**config.mk**
```make
export PLATFORM = sky130hd
export DESIGN_NAME = quant_mem_ctrl_flat
export DESIGN_NICKNAME = d
export VERILOG_FILES = /design/src/rtl/quant_mem_ctrl_if.sv /design/src/rtl/quant_mem_ctrl.sv /design/src/flat_wrapper.sv
export SDC_FILE = /design/constraint.sdc
export NUM_CORES = 1
export LEC_CHECK = 0
export CAP_MARGIN = 20
export CORE_MARGIN = 2
export CORE_UTILIZATION = 35
export DETAILED_ROUTE_END_ITERATION = 8
export PLACE_DENSITY = 0.72
export SETUP_SLACK_MARGIN = 0.3
export SYNTH_ARGS = -nofsm -noshare
export SYNTH_HDL_FRONTEND = slang
export SYNTH_SLANG_ARGS = --single-unit
export TNS_END_PERCENT = 1
```
**constraint.sdc**
```tcl
create_clock -name clk -period 1.9 [get_ports clk]
set_input_delay 0.19 -clock clk [delete_from_list [all_inputs] [get_ports clk]]
set_output_delay 0.19 -clock clk [all_outputs]
set_load 0.01 [all_outputs]
```
**src/rtl/quant_mem_ctrl_if.sv**
```systemverilog
// Memory-side bus of the quantized frame controller: synchronous write port,
// combinational read port, plus the controller FSM state for observation.
interface quant_mem_ctrl_if #(
  parameter int AW = 12,
  parameter int DW = 6
);
  logic          mem_we;
  logic [AW-1:0] mem_waddr;
  logic [DW-1:0] mem_wdata;
  logic [AW-1:0] mem_raddr;
  logic [DW-1:0] mem_rdata;
  logic [1:0]    ctrl_state;

  modport master (
    output mem_we, mem_waddr, mem_wdata, mem_raddr, ctrl_state,
    input  mem_rdata
  );

  modport slave (
    input  mem_we, mem_waddr, mem_wdata, mem_raddr, ctrl_state,
    output mem_rdata
  );
endinterface

```
**src/rtl/quant_mem_ctrl.sv**
```systemverilog
// Loads one frame of quantized samples into memory, then serves single
// outstanding feature reads with a fixed 2-cycle latency until released.
module quant_mem_ctrl #(
  parameter int DEPTH = 4096,
  parameter int AW    = 12,
  parameter int DW    = 6
) (
  input  logic          clk,
  input  logic          rst_n,
  input  logic          load_start,
  input  logic          in_valid,
  input  logic [DW-1:0] in_data,
  output logic          in_ready,
  output logic          load_done,
  output logic          frame_valid,
  input  logic          frame_release,
  input  logic          rd_req,
  input  logic [AW-1:0] rd_addr,
  output logic          rd_ready,
  output logic          rd_ack,
  output logic [DW-1:0] rd_data,
  output logic          rd_err,
  quant_mem_ctrl_if.master mem
);

  typedef enum logic [1:0] {
    S_IDLE  = 2'd0,
    S_LOAD  = 2'd1,
    S_VALID = 2'd2
  } state_t;

  state_t        state_q, state_d;
  logic [AW-1:0] wr_ptr_q, wr_ptr_d;
  logic          mem_we_q, mem_we_d;
  logic [AW-1:0] mem_waddr_q, mem_waddr_d;
  logic [DW-1:0] mem_wdata_q, mem_wdata_d;
  logic [AW-1:0] mem_raddr_q, mem_raddr_d;
  logic          rd_busy_q, rd_busy_d;
  logic          rd_ack_q, rd_ack_d;
  logic [DW-1:0] rd_data_q, rd_data_d;
  logic          rd_err_q, rd_err_d;
  logic          load_done_q, load_done_d;
  logic          accept;
  logic          rd_accept;
  logic          last_entry;

  // Handshakes: a sample moves on in_valid & in_ready, a read on rd_req & rd_ready;
  // both ready signals depend only on registered state, never on the request.
  assign in_ready    = (state_q == S_LOAD);
  assign frame_valid = (state_q == S_VALID);
  assign rd_ready    = frame_valid & ~rd_busy_q;
  assign accept      = in_valid & in_ready;
  assign rd_accept   = rd_req & rd_ready;
  assign last_entry  = (wr_ptr_q == AW'(DEPTH - 1));

  always_comb begin
    state_d     = state_q;
    wr_ptr_d    = wr_ptr_q;
    mem_we_d    = 1'b0;
    mem_waddr_d = mem_waddr_q;
    mem_wdata_d = mem_wdata_q;
    mem_raddr_d = mem_raddr_q;
    rd_busy_d   = 1'b0;
    rd_ack_d    = 1'b0;
    rd_data_d   = rd_data_q;
    rd_err_d    = rd_err_q;
    load_done_d = 1'b0;

    case (state_q)
      S_IDLE: begin
        if (load_start) begin
          state_d  = S_LOAD;
          wr_ptr_d = '0;
        end
      end
      S_LOAD: begin
        if (accept) begin
          mem_we_d    = 1'b1;
          mem_waddr_d = wr_ptr_q;
          mem_wdata_d = in_data;
          if (last_entry) begin
            state_d     = S_VALID;
            wr_ptr_d    = '0;
            load_done_d = 1'b1;
          end else begin
            wr_ptr_d = wr_ptr_q + AW'(1);
          end
        end
      end
      S_VALID: begin
        // A release competing with an in-flight or newly accepted read waits.
        if (frame_release && !rd_busy_q && !rd_req) begin
          state_d = S_IDLE;
        end
      end
      default: state_d = S_IDLE;
    endcase

    if (rd_accept) begin
      mem_raddr_d = rd_addr;
      rd_busy_d   = 1'b1;
    end
    if (rd_busy_q) begin
      rd_data_d = mem.mem_rdata;
      rd_ack_d  = 1'b1;
    end
    if (rd_req && !frame_valid) begin
      rd_err_d = 1'b1;
    end
  end

  always_ff @(posedge clk or negedge rst_n) begin
    if (!rst_n) begin
      state_q     <= S_IDLE;
      wr_ptr_q    <= '0;
      mem_we_q    <= 1'b0;
      mem_waddr_q <= '0;
      mem_wdata_q <= '0;
      mem_raddr_q <= '0;
      rd_busy_q   <= 1'b0;
      rd_ack_q    <= 1'b0;
      rd_data_q   <= '0;
      rd_err_q    <= 1'b0;
      load_done_q <= 1'b0;
    end else begin
      state_q     <= state_d;
      wr_ptr_q    <= wr_ptr_d;
      mem_we_q    <= mem_we_d;
      mem_waddr_q <= mem_waddr_d;
      mem_wdata_q <= mem_wdata_d;
      mem_raddr_q <= mem_raddr_d;
      rd_busy_q   <= rd_busy_d;
      rd_ack_q    <= rd_ack_d;
      rd_data_q   <= rd_data_d;
      rd_err_q    <= rd_err_d;
      load_done_q <= load_done_d;
    end
  end

  assign load_done      = load_done_q;
  assign rd_ack         = rd_ack_q;
  assign rd_data        = rd_data_q;
  assign rd_err         = rd_err_q;
  assign mem.mem_we     = mem_we_q;
  assign mem.mem_waddr  = mem_waddr_q;
  assign mem.mem_wdata  = mem_wdata_q;
  assign mem.mem_raddr  = mem_raddr_q;
  assign mem.ctrl_state = state_q;

endmodule
```
**src/flat_wrapper.sv**
```systemverilog
// flat-port wrapper written by rule: the top's interface ports become plain ports
module quant_mem_ctrl_flat 
#(
  parameter int DEPTH = 4096,
  parameter int AW    = 12,
  parameter int DW    = 6
)
  (clk, rst_n, load_start, in_valid, in_data, in_ready, load_done, frame_valid, frame_release, rd_req, rd_addr, rd_ready, rd_ack, rd_data, rd_err, mem_mem_we, mem_mem_waddr, mem_mem_wdata, mem_mem_raddr, mem_ctrl_state, mem_mem_rdata);
  quant_mem_ctrl_if #(.AW(AW), .DW(DW)) mem_i ();
  input  logic clk;
  input  logic rst_n;
  input  logic load_start;
  input  logic in_valid;
  input  logic [DW-1:0] in_data;
  output logic in_ready;
  output logic load_done;
  output logic frame_valid;
  input  logic frame_release;
  input  logic rd_req;
  input  logic [AW-1:0] rd_addr;
  output logic rd_ready;
  output logic rd_ack;
  output logic [DW-1:0] rd_data;
  output logic rd_err;
  output wire logic [$bits(mem_i.mem_we)-1:0] mem_mem_we;
  output wire logic [$bits(mem_i.mem_waddr)-1:0] mem_mem_waddr;
  output wire logic [$bits(mem_i.mem_wdata)-1:0] mem_mem_wdata;
  output wire logic [$bits(mem_i.mem_raddr)-1:0] mem_mem_raddr;
  output wire logic [$bits(mem_i.ctrl_state)-1:0] mem_ctrl_state;
  input wire logic [$bits(mem_i.mem_rdata)-1:0] mem_mem_rdata;
  assign mem_mem_we = mem_i.mem_we;
  assign mem_mem_waddr = mem_i.mem_waddr;
  assign mem_mem_wdata = mem_i.mem_wdata;
  assign mem_mem_raddr = mem_i.mem_raddr;
  assign mem_ctrl_state = mem_i.ctrl_state;
  assign mem_i.mem_rdata = mem_mem_rdata;
  quant_mem_ctrl #(.DEPTH(DEPTH), .AW(AW), .DW(DW)) u_core (.clk(clk), .rst_n(rst_n), .load_start(load_start), .in_valid(in_valid), .in_data(in_data), .in_ready(in_ready), .load_done(load_done), .frame_valid(frame_valid), .frame_release(frame_release), .rd_req(rd_req), .rd_addr(rd_addr), .rd_ready(rd_ready), .rd_ack(rd_ack), .rd_data(rd_data), .rd_err(rd_err), .mem(mem_i));
endmodule
```
==> flow_summary.json <==
{
  "status": "finished, final reports clean",
  "fillCellCount": 587,
  "fp.dieW_um": 84.6,
  "grt_use_met1_pct": 18.4,
  "cts_buffers": 5,
  "yosys.area.top_type": "dfrtp_1",
  "yosysUniqueCellTypes": 36,
  "cp-start-kind": "register",
  "drc": 0,
  "port-buffer-count": 74,
  "cp.arrival_ns": 1.91,
  "cts_htree_levels": 2,
  "worstHoldPathType": "in2async",
  "peakVddDrop_uv": 653,
  "die_y_um": 84.6,
  "gr-total-overflow": 0,
  "synth_fp_nets": 242,
  "viasPerCell": 4.89,
  "antenna_found_initial": 0,
  "max_freq_mhz": 580,
  "fin_skew_ns": 0.00543,
  "gp_congestion": 0.853,
  "postSynthAreaPerCell_um2": 10.8,
  "synth-main-ff-cell": "dfrtp_1",
  "cp_max_fo": 7,
  "layout_setup_ws_ns": 0.177,
  "area_delta_synth_final_pct": 50.1,
  "reg2reg_depth": 6,
  "yosys.area.top_type_share_pct": 60.5,
  "antenna_left": 0,
  "grtUsageTotal_pct": 14.9,
  "leakage_nw": 1.52,
  "grt_pass1_vias": 1956,
  "path_depth": 6,
  "vias": 1873,
  "cts_buffer_depth": 2,
  "cp_num_buf_inv": 1,
  "fin_setup_tns_ns": 0,
  "start_util_pct": 36.0,
  "worstPathCellList": "ha_4 -> nand3_2 -> or4_4 -> buf_6 -> a32oi_2 -> o31ai_2",
  "clk_pin_slew_ns": 0.10,
  "fin_crit_ns": 1.72,
  "rsz0062_at_grt": "yes",
  "clk_latency_ns": 0.30,
  "maxSlewViolCount": 0,
  "antenna_cells": 0,
  "period_share_pct": 90.7,
  "worstPathRequired_ns": 2.09,
  "dp_hpwl_um": 3700,
  "use_met3_pct": 4.92,
  "setup.worst_path.end_class": "register",
  "async_reset_ff_share_pct": 100,
  "grtUsageMet2_pct": 25.3,
  "root_buffer": "clkbuf_8",
  "rows": 29,
  "synth_edf_count": 0,
  "grt_busiest_layer": "met2",
  "grt_max_degree": 24,
  "setup_viol": 0,
  "drt-pass1-iter-count": 6,
  "wl_per_cell_um": 13.7,
  "layout-drive-gt1-share_pct": 22.5,
  "ys_ff_latch": 55,
  "fin_nets": 336,
  "netlist_instances": 211,
  "yosys-top-cells-count": "60 x nand2_1, 55 x dfrtp_1, 18 x mux2_2",
  "max_cap_viol_count": 0,
  "slowest_stage": "or4_4",
  "critical_path_class": "reg2reg",
  "ys_seq_area_share_pct": 60.5,
  "syn-cell-area_um2": 2280,
  "synth.most_common_cell": "nand2_1",
  "first_iter_violations": 135,
  "synthTopCellsByArea": "dfrtp_1 60%, nand2_1 9.9%, mux2_2 8.9%",
  "dieArea_um2": 7160,
  "numClockSinks": 55,
  "yosysWarnings": 0,
  "dp_worst_setup_slack_ns": 0.154,
  "crit_path_max_incr_delay_ns": 0.45,
  "crit_family": "simple AND/OR/NAND/NOR gates",
  "worst_pin_slew_ns": 0.506,
  "core_um2": 6310,
  "cts_tree": "built",
  "grt_pass1_wl_um": 8780,
  "wl_um": 5260,
  "relSlewSlack_pct": 66.3,
  "hold_viol": 0,
  "io_pins": 75,
  "cellPowerDensity_nw_per_um2": 1220
}
-- worst paths after layout --
kind,start,end,slack [ns]
setup / recovery,u_core.wr_ptr_q[0],u_core.wr_ptr_q[5],0.18
hold / removal,rst_n,u_core.mem.mem_waddr[2],0.38
setup reg to reg,u_core.wr_ptr_q[0],u_core.wr_ptr_q[5],0.18
hold reg to reg,u_core.mem.mem_waddr[2],u_core.mem.mem_waddr[2],0.48
max in group asynchronous,rst_n,u_core.wr_ptr_q[1],0.89
min in group clk,in_data[3],u_core.mem.mem_wdata[3],0.41
-- registers in the layout, indices dropped and copies added, names as in the netlist --
name                   count
u_core.load_done           1
u_core.mem.ctrl_state      2
u_core.mem.mem_raddr      12
u_core.mem.mem_waddr      12
u_core.mem.mem_wdata       6
u_core.mem.mem_we          1
u_core.rd_ack              1
u_core.rd_busy_q           1
u_core.rd_data             6
u_core.rd_err              1
u_core.wr_ptr_q           12
-- through the flow --
stage	hold slack, ns	total power (W)	std cells	area, um2	util [%]
final	0.376	0.00417	383	3420	54.1
after global routing	0.405	0.00443	383	3420	54.1
after CTS	0.391	0.00418	372	3300	52.2
after detailed placement	0.189	0.00336	363	3160	50.1
after global placement	0.181	0.00333	363	3160	50.1
after floorplan	-0.106	0.00245	211	2300	-
-- layout by cell type, fill, tap and decap left out, types with 2 or more instances in the layout --
cell type        count
a21o_1               2
inv_1                5
nand3b_1             2
buf_6                2
clkbuf_8             6
a31oi_1              7
clkdlybuf4s50_1     72
o21ai_0             10
dfrtp_2              6
nor2_1               5
dfrtp_1             49
nand2_1             60
nand3_1              5
nor3b_1              2
nor3_1               2
mux2_2              18
nor4_1               2
xnor2_1              2
buf_4               21
mux2i_1              2
-- layout make-up --
type	instances	area [um2]	area share (%)
clock buffers	6	82.6	2.42
flip-flops and latches	55	1380	40.5
clock inverters	2	35.0	1.03
well taps	77	96.3	2.82
multi-input cells	140	875	25.6
repair buffers	98	925	27.1
inverters	5	18.8	0.549
-- repair_timing --
item | in CTS | in global routing
cloned | 0 | 1
hold endpoints to repair | 21 | 0
setup endpoints to repair | 35 | 41
hold buffers | 1 | 0
gates resized for setup | 3 | 14
pin swaps | 0 | 2
setup buffers | 0 | 10
-- layer usage --
| layer | wire length, um | up-vias | part of all wire, % |
|---|---|---|---|
| li1 | - | 896 | - |
| met1 | 2290 | 915 | 44 |
| met2 | 2570 | 54 | 49 |
| met3 | 337 | 8 | 6.4 |
| met4 | 63 | 0 | 1.2 |
| met5 | 0 | - | 0 |
-- report_power, final --
part / leakage [nW] / switching [W] / internal (W)
Combinational: 0.759 / 0.000681 / 0.000980
Clock: 0.0612 / 0.000368 / 0.000427
Sequential: 0.704 / 0.000216 / 0.00150
Total: 1.52 / 0.00126 / 0.00291
-- cell families (layout without fill, tap and decap cells) --
group	Yosys count	in the layout	synth area share (%)
flip-flops	55	55	60.5
AO/OA/AOI/OAI	26	26	7.09
AND/OR/NAND/NOR	91	91	18.1
multiplexers	20	20	9.79
adder cells (fa/ha/maj)	1	1	0.550
XOR/XNOR	2	2	0.770
buffers and inverters	16	111	3.24
Note: power is estimated with default switching activity, not from simulation.
